===== src/rtl/lvds_rx_word_align.sv =====
// ---------------------------------------------------------------------------
// lvds_rx_word_align
//
// Word-alignment controller for a 7:1 LVDS receive path, clocked by sclk
// directly behind the deserialisers. It pulses `slip` until the clock-lane
// word matches CLK_PATTERN. It then qualifies lock over LOCK_CNT consecutive
// good words and presents registered, valid-flagged pixel data. It
// re-aligns by itself after repeated pattern errors or after PLL loss.
//
// Parameters
//   LANES        data lanes per channel (3 = RGB666, 4 = RGB888)
//   CHANNELS     1 = single, 2 = odd/even dual channel
//   CLK_PATTERN  clock-lane word expected once aligned
//   SETTLE_CYC   cycles waited after PLL lock before the first check (>=1)
//   SLIP_GAP     idle cycles after each slip before the next check (>=1)
//   LOCK_CNT     consecutive matching words that declare alignment (>=2)
//   ERR_MAX      consecutive mismatches in ALIGNED forcing re-alignment (>=1)
//
// Ports
//   sclk        pixel clock, all logic on its rising edge
//   reset       synchronous, active-high
//   pll_lock    asynchronous PLL lock, synchronised internally (2 flops)
//   clk_phase   deserialised clock-lane word
//   rx_data     deserialised lane words, lane k at [7k+6:7k], channel 0 low
//   slip        one-cycle bit-slip pulse to all deserialisers
//   aligned     high while in ALIGNED
//   align_err   sticky: 7 slips did not find the pattern; cleared by reset
//   slip_cnt    slips applied since the last PLL lock, modulo 7
//   data_out    rx_data delayed one cycle while aligned, otherwise 0
//   data_valid  qualifies data_out
// ---------------------------------------------------------------------------
module lvds_rx_word_align #(
    parameter int unsigned LANES       = 4,
    parameter int unsigned CHANNELS    = 1,
    parameter logic [6:0]  CLK_PATTERN = 7'b1100011,
    parameter int unsigned SETTLE_CYC  = 64,
    parameter int unsigned SLIP_GAP    = 16,
    parameter int unsigned LOCK_CNT    = 256,
    parameter int unsigned ERR_MAX     = 4
) (
    input  logic                        sclk,
    input  logic                        reset,
    input  logic                        pll_lock,
    input  logic [6:0]                  clk_phase,
    input  logic [CHANNELS*LANES*7-1:0] rx_data,
    output logic                        slip,
    output logic                        aligned,
    output logic                        align_err,
    output logic [2:0]                  slip_cnt,
    output logic [CHANNELS*LANES*7-1:0] data_out,
    output logic                        data_valid
);

    // Counter widths: each counter holds values up to its limit.
    localparam int unsigned SETTLE_W = $clog2(SETTLE_CYC + 1);
    localparam int unsigned GAP_W    = $clog2(SLIP_GAP + 1);
    localparam int unsigned GOOD_W   = $clog2(LOCK_CNT + 1);
    localparam int unsigned ERR_W    = $clog2(ERR_MAX + 1);
    localparam int unsigned ATT_MAX  = 7;
    localparam int unsigned ATT_W    = $clog2(ATT_MAX + 1);

    localparam logic [SETTLE_W-1:0] SETTLE_LAST = SETTLE_W'(SETTLE_CYC - 1);
    localparam logic [GAP_W-1:0]    GAP_LAST    = GAP_W'(SLIP_GAP - 1);
    localparam logic [GOOD_W-1:0]   GOOD_LAST   = GOOD_W'(LOCK_CNT - 1);
    localparam logic [ERR_W-1:0]    ERR_LAST    = ERR_W'(ERR_MAX - 1);
    localparam logic [ATT_W-1:0]    ATT_LAST    = ATT_W'(ATT_MAX);

    typedef enum logic [2:0] {
        WAIT_LOCK,
        SETTLE,
        CHECK,
        SLIP,
        GAP,
        VERIFY,
        ALIGNED
    } state_t;

    state_t              state;
    logic                lock_meta;
    logic                lock_sync;
    logic [SETTLE_W-1:0] settle_cnt;
    logic [GAP_W-1:0]    gap_cnt;
    logic [GOOD_W-1:0]   good_cnt;
    logic [ERR_W-1:0]    err_cnt;
    logic [ATT_W-1:0]    attempt_cnt;
    logic                phase_match;

    assign phase_match = (clk_phase == CLK_PATTERN);

    // Lock synchroniser, alignment FSM and registered outputs.
    // Pulse-style outputs default low each cycle; the states that keep
    // them high (SLIP entry, ALIGNED entry/hold) re-assert them.
    always_ff @(posedge sclk) begin
        if (reset) begin
            state       <= WAIT_LOCK;
            lock_meta   <= 1'b0;
            lock_sync   <= 1'b0;
            settle_cnt  <= '0;
            gap_cnt     <= '0;
            good_cnt    <= '0;
            err_cnt     <= '0;
            attempt_cnt <= '0;
            slip        <= 1'b0;
            aligned     <= 1'b0;
            align_err   <= 1'b0;
            slip_cnt    <= 3'd0;
            data_out    <= '0;
            data_valid  <= 1'b0;
        end else begin
            lock_meta  <= pll_lock;
            lock_sync  <= lock_meta;

            slip       <= 1'b0;
            aligned    <= 1'b0;
            data_valid <= 1'b0;
            data_out   <= '0;

            if (state != WAIT_LOCK && !lock_sync) begin
                // PLL loss wins over every other transition.
                state       <= WAIT_LOCK;
                slip_cnt    <= 3'd0;
                settle_cnt  <= '0;
                gap_cnt     <= '0;
                good_cnt    <= '0;
                err_cnt     <= '0;
                attempt_cnt <= '0;
            end else begin
                case (state)
                    WAIT_LOCK: begin
                        if (lock_sync) begin
                            state      <= SETTLE;
                            settle_cnt <= '0;
                        end
                    end

                    SETTLE: begin
                        if (settle_cnt == SETTLE_LAST) begin
                            state       <= CHECK;
                            settle_cnt  <= '0;
                            attempt_cnt <= '0;
                        end else begin
                            settle_cnt <= settle_cnt + SETTLE_W'(1);
                        end
                    end

                    CHECK: begin
                        if (phase_match) begin
                            state    <= VERIFY;
                            good_cnt <= '0;
                        end else if (attempt_cnt == ATT_LAST) begin
                            // Every rotation tried without success.
                            align_err   <= 1'b1;
                            attempt_cnt <= '0;
                            settle_cnt  <= '0;
                            state       <= SETTLE;
                        end else begin
                            state <= SLIP;
                            slip  <= 1'b1;
                        end
                    end

                    SLIP: begin
                        slip_cnt    <= (slip_cnt == 3'd6) ? 3'd0 : slip_cnt + 3'd1;
                        attempt_cnt <= attempt_cnt + ATT_W'(1);
                        gap_cnt     <= '0;
                        state       <= GAP;
                    end

                    GAP: begin
                        if (gap_cnt == GAP_LAST) begin
                            state   <= CHECK;
                            gap_cnt <= '0;
                        end else begin
                            gap_cnt <= gap_cnt + GAP_W'(1);
                        end
                    end

                    VERIFY: begin
                        if (!phase_match) begin
                            // Attempt count survives so a flaky lane still ends in align_err.
                            state <= CHECK;
                        end else begin
                            good_cnt <= good_cnt + GOOD_W'(1);
                            if (good_cnt == GOOD_LAST) begin
                                state      <= ALIGNED;
                                err_cnt    <= '0;
                                aligned    <= 1'b1;
                                data_valid <= 1'b1;
                                data_out   <= rx_data;
                            end
                        end
                    end

                    ALIGNED: begin
                        if (!phase_match && err_cnt == ERR_LAST) begin
                            state       <= CHECK;
                            err_cnt     <= '0;
                            attempt_cnt <= '0;
                        end else begin
                            err_cnt    <= phase_match ? '0 : err_cnt + ERR_W'(1);
                            aligned    <= 1'b1;
                            data_valid <= 1'b1;
                            data_out   <= rx_data;
                        end
                    end

                    default: begin
                        state <= WAIT_LOCK;
                    end
                endcase
            end
        end
    end

endmodule


===== config.mk =====
export PLATFORM = sky130hd
export DESIGN_NAME = lvds_rx_word_align
export DESIGN_NICKNAME = d
export VERILOG_FILES = /design/src/rtl/lvds_rx_word_align.sv
export SDC_FILE = /design/constraint.sdc
export NUM_CORES = 1
export LEC_CHECK = 0
export ABC_CLOCK_PERIOD_IN_PS = 4200
export CORE_MARGIN = 2
export CORE_UTILIZATION = 45
export CTS_BUF_LIST = sky130_fd_sc_hd__clkbuf_2
export DETAILED_ROUTE_END_ITERATION = 8
export PLACE_DENSITY = 0.73
export SLEW_MARGIN = 20
export SYNTH_ARGS = -nofsm -noshare
export SYNTH_HDL_FRONTEND = slang
export SYNTH_SLANG_ARGS = --single-unit

===== constraint.sdc =====
create_clock -name sclk -period 4.2 [get_ports sclk]
set_input_delay 0.84 -clock sclk [delete_from_list [all_inputs] [get_ports sclk]]
set_output_delay 0.84 -clock sclk [all_outputs]
set_load 0.01 [all_outputs]

## Yosys cells after proc, flatten, opt, wreduce, memory -nomap -nowiden

Cells that the tools add are included.

- Bitwise operators: 3
- Add/sub/neg operators: 6
- Reduce and logical (&&, ||, !) cells: 19
- Equality and inequality tests: 23
- Mux-type cells: 39

Operators by type and width:

| operator | number |
|---|---|
| $mux 28 | 3 |
| $pmux 28 s2 | 1 |
| $mux 3 | 16 |
| $mux 7 | 4 |
| $pmux 3 s7 | 1 |
| $pmux 7 s3 | 1 |
| $mux 9 | 2 |
| $ne 2x2->1 const B | 9 |
| $pmux 9 s2 | 1 |
| $eq 3x3->1 const B | 5 |
| $pmux 3 s4 | 1 |
| $pmux 5 s2 | 1 |
| $reduce_and 5->1 | 2 |
| $add 3x1->3 const B | 3 |
| $add 9x1->9 const B | 1 |
| $eq 3x2->1 const B | 3 |
| $eq 9x8->1 const B | 1 |
| $reduce_and 4->1 | 2 |
| $add 7x1->7 const B | 1 |
| $eq 7x6->1 const B | 1 |
| $eq 7x7->1 const B | 1 |
| $pmux 3 s2 | 1 |
| $reduce_and 3->1 | 2 |
| $reduce_bool 2->1 | 3 |
| other kinds (16) | 24 |

- Flip-flop bits (word level): 66
- Word-level logic and storage cells: 103
- Output and inout port bits: 35
- Bits of input ports: 38

## Depth between registers and ports, before layout

- Depth in word-level cells: 5
- Depth in mapped cells: 10

## Worst setup path before layout

Ideal clock, no wire load.

- Path type: reg2reg
- Start point: register good_cnt[0]
- End point: register state[2]
- Arrival time: 1.962 ns
- Buffers on the path: 0
- Setup slack: 2.115 ns
- Data required time: 4.077 ns
- Period minus slack after synthesis: 2.085 ns
- Library setup time: 0.123 ns
- Cell stages (with the launch flop): 9
- Cell sequence: dfxtp_1 -> ha_1 -> and3_1 -> and3_1 -> and3_1 -> ha_1 -> o31ai_1 -> a211oi_1 -> mux2_1

- Word-level cells in the longest chain between the ends: 3

Ends and longest elaborated chain:

| element | RTL line | RTL |
|---|---|---|
| from (decl) | 83 | `logic [GOOD_W-1:0] good_cnt;` |
| from (signal assigned) | 183 | `good_cnt <= good_cnt + GOOD_W'(1);` |
| $eq 9x8->1 | 184 | `if (good_cnt == GOOD_LAST) begin` |
| $ne 3x3->1 (no line) | -- |  |
| $reduce_and 5->1 (no line) | -- |  |
| to (signal assigned) | 181 | `state <= CHECK;` |
| to (signal assigned) | 185 | `state <= ALIGNED;` |
| to (signal assigned) | 196 | `state <= CHECK;` |
| to (decl) | 78 | `state_t state;` |

No other way between the ends.
A chain may end at the register's enable or synchronous reset.

## Worst setup path after layout

- Start point: register state[2]
- End point: register state[2]

- Word-level cells in the longest chain between the ends: 3
- Elaborated cells on any way between the ends: 17
- Those cells by class: eq/ne: 11; mux: 1; reduce/logical: 5

Ends and longest elaborated chain:

| element | RTL line | RTL |
|---|---|---|
| from (signal assigned) | 95 | `state <= WAIT_LOCK;` |
| from (signal assigned) | 120 | `state <= WAIT_LOCK;` |
| from (signal assigned) | 131 | `state <= SETTLE;` |
| $eq 3x3->1 (tied with other cells) | 128 | `case (state)` |
| $ne 3x3->1 (no line) (tied with other cells) | -- |  |
| $reduce_and 5->1 (no line) or $reduce_or 2->1 (tied branches) | -- |  |

Parallel ways exist; a longest one is shown, timed or not.

==> results.cfg <==
[flow_run]
drv_cap = 0

[detailed_routing]
drt_iter0_drc = 70
drc = 0
drt-vias-per-instance = 5.22
wire_per_inst_um = 13.1
num_vias = 2342
wl_mm = 5.90
dr.pass1.iters = 6
final_antenna_net_count = 0

[cts]
cts_max_level = 3
cts.path.max_buffers = 2
clk_pin_slew_worst_paths_ns = 0.19
cts_tree = yes
cts_root_buffer = clkbuf_2
cts.repair.resized = 0
clock_sinks = 66
numCtsBuffers = 9
worstSkewPairLatency_ns = 0.49
postCtsHoldBufs = 0
postCtsSetupRepairBufs = 0

[floorplan]
initial_core_util_pct = 46.1
die_h_um = 81.4
io_pins = 73
die_area_mm2 = 0.00663
dieWidth_um = 81.4
core_mm2 = 0.00585
num_rows = 28

[synth]
synthTopCellsByArea = dfxtp_1 49%, and2_1 6.5%, nor2_1 4.9%
synth_cells = 296
synth_area_mm2 = 0.00270
ys_seq_area_share_pct = 49.0
yosys_warnings = 0
async_reset_ff_share_pct = 0
yosys.area.top_type = dfxtp_1
netlist.area_leader.share_pct = 49.0
yosysUniqueCellTypes = 47
synth-seq-cells = 66
synth_flop_cell = dfxtp_1
synth-edff-count = 0
syn-mean-instance-area_um2 = 9.11
synth_nets = 342

[setup_path]
cp-end-kind = flip-flop
cp.arrival_ns = 2.84
crit_fanout = 18
cp.required_ns = 4.61
cp-start-kind = flip-flop
critPathKind = reg2reg

[placement]
post-place-cells = 433
place.gp.congestion = 0.811
io_buffers = 72
place_hpwl_mm = 4.22

[sta]
period_minus_slack_ns = 2.43
setup_viol = 0
period_share_pct = 57.8
worstMarginPinSlew_ns = 0.834
rsz0062_at_grt = no
final_hold_viol_count = 0
fmax_mhz = 412
fin_tns_setup_ns = 0
fin_skew_ns = 0.0260
slew_violations = 0
slew_headroom_pct = 44.4

[global_routing]
grt_pass1_vias = 2127
grt_max_degree = 30
grt_pass1_wl_mm = 9.56
grt_use_total_pct = 19.1
antenna_found_initial = 0
overflow = 0

[power_and_ir_drop]
ir_drop_mv = 0.182
power_density_mw_per_mm2 = 300
p_leak_nw = 1.34

[finish]
layout-drive-gt1-share_pct = 6.42
antenna_cells = 0
stdcell_count = 449
fill_cells = 517
syn_to_final_growth_pct = 32.6
final_nets = 415

[worst_hold_path]
hold_path_class = reg2reg

[outcome]
outcome = complete, no violations
routing by layer:
layer | track usage (%) | part of all wire [%] | vias to the layer above
met5 | 0 | 0 | -
li1 | - | - | 1193
met2 | 30.7 | 51 | 43
met3 | 5.11 | 4.1 | 13
met4 | 9.83 | 2.0 | 0
met1 | 23.2 | 43 | 1093
registers in the layout (all words and copies together) (netlist names), 3 cells and up:
register,cells
data_out,28
good_cnt,9
err_cnt,3
attempt_cnt,3
state,3
gap_cnt,5
slip_cnt,3
settle_cnt,7
worst paths after layout:
path	slack, ns	from	to	depth (start not counted)
hold reg to reg	0.46	settle_cnt[6]	settle_cnt[6]	2
hold / removal	0.46	settle_cnt[6]	settle_cnt[6]	2
setup reg to reg	1.77	state[2]	state[2]	5
setup / recovery	1.77	state[2]	state[2]	5
cell usage in the layout, fill, tap and decap left out, types with 4 or more instances in the layout:
cell / synthesis / layout
clkbuf_2: 0 / 11
inv_1: 8 / 8
nor3_1: 7 / 7
and2_1: 28 / 28
nand3b_1: 6 / 6
o211ai_1: 4 / 4
a211oi_1: 4 / 4
o21ai_0: 14 / 14
a31oi_1: 6 / 6
ha_1: 8 / 8
a21oi_1: 25 / 25
clkdlybuf4s50_1: 0 / 72
dfxtp_1: 66 / 66
nor2_1: 35 / 35
nand3_1: 7 / 7
and3_1: 6 / 6
nand2_1: 16 / 16
nor2b_1: 4 / 4
worst max-delay path, stage by stage (launching register included):
cell	delay, ns
dfxtp_1	0.74
nor3_1	0.17
o21bai_2	0.68
buf_4	0.36
a21oi_1	0.08
mux2_1	0.30
Yosys cell counts, types with 4 or more instances:
cell type and number:
inv_1 8, and3_1 6, nand2_1 16, o21ai_0 14, and2_1 28, nor2b_1 4
buf_2 4, a21oi_1 25, clkbuf_1 4, a31oi_1 6, nand3_1 7, nand3b_1 6
nor3_1 7, nor2_1 35, ha_1 8, a211oi_1 4, o211ai_1 4, dfxtp_1 66
logic make-up after synthesis:
family | Yosys count | synth area share, %
xor+xnor | 1 | 0.325
compound gates | 70 | 15.8
flops | 66 | 49.0
buf+inv | 20 | 3.67
mux | 3 | 1.21
simple gates | 128 | 26.3
fa+ha+maj | 8 | 3.71
report_power, final:
part	switching [mW]	internal, mW	total, mW	leakage (nW)
Combinational	0.0290	0.0432	0.0722	0.743
Sequential	0.00440	0.629	0.634	0.532
Clock	0.225	0.141	0.365	0.0696
Total	0.258	0.813	1.07	1.34
stage by stage:
| step | power (mW) | utilization, % | hold slack (ns) | instance area [um^2] | setup WS (ns) |
|---|---|---|---|---|---|
| floorplan | 0.676 | - | 0.414 | 2700 | 2.11 |
| global placement | 0.718 | 59.2 | 0.439 | 3470 | 1.51 |
| detailed placement | 0.719 | 59.2 | 0.431 | 3470 | 1.48 |
| CTS | 1.09 | 61.1 | 0.466 | 3580 | 1.79 |
| global route | 1.12 | 61.1 | 0.474 | 3580 | 1.60 |
| finish | 1.07 | 61.1 | 0.464 | 3580 | 1.77 |
final cells by class:
cell class | instances | area, um^2 | share of cell area, %
Clock inverter | 5 | 55.1 | 1.54
Timing Repair Buffer | 74 | 736 | 20.6
Sequential cell | 66 | 1320 | 36.9
Inverter | 8 | 30.0 | 0.840
Clock buffer | 11 | 55.1 | 1.54
Multi-Input combinational cell | 210 | 1280 | 35.9
Tap cell | 75 | 93.8 | 2.62
Power figures use the tool's default switching activity.
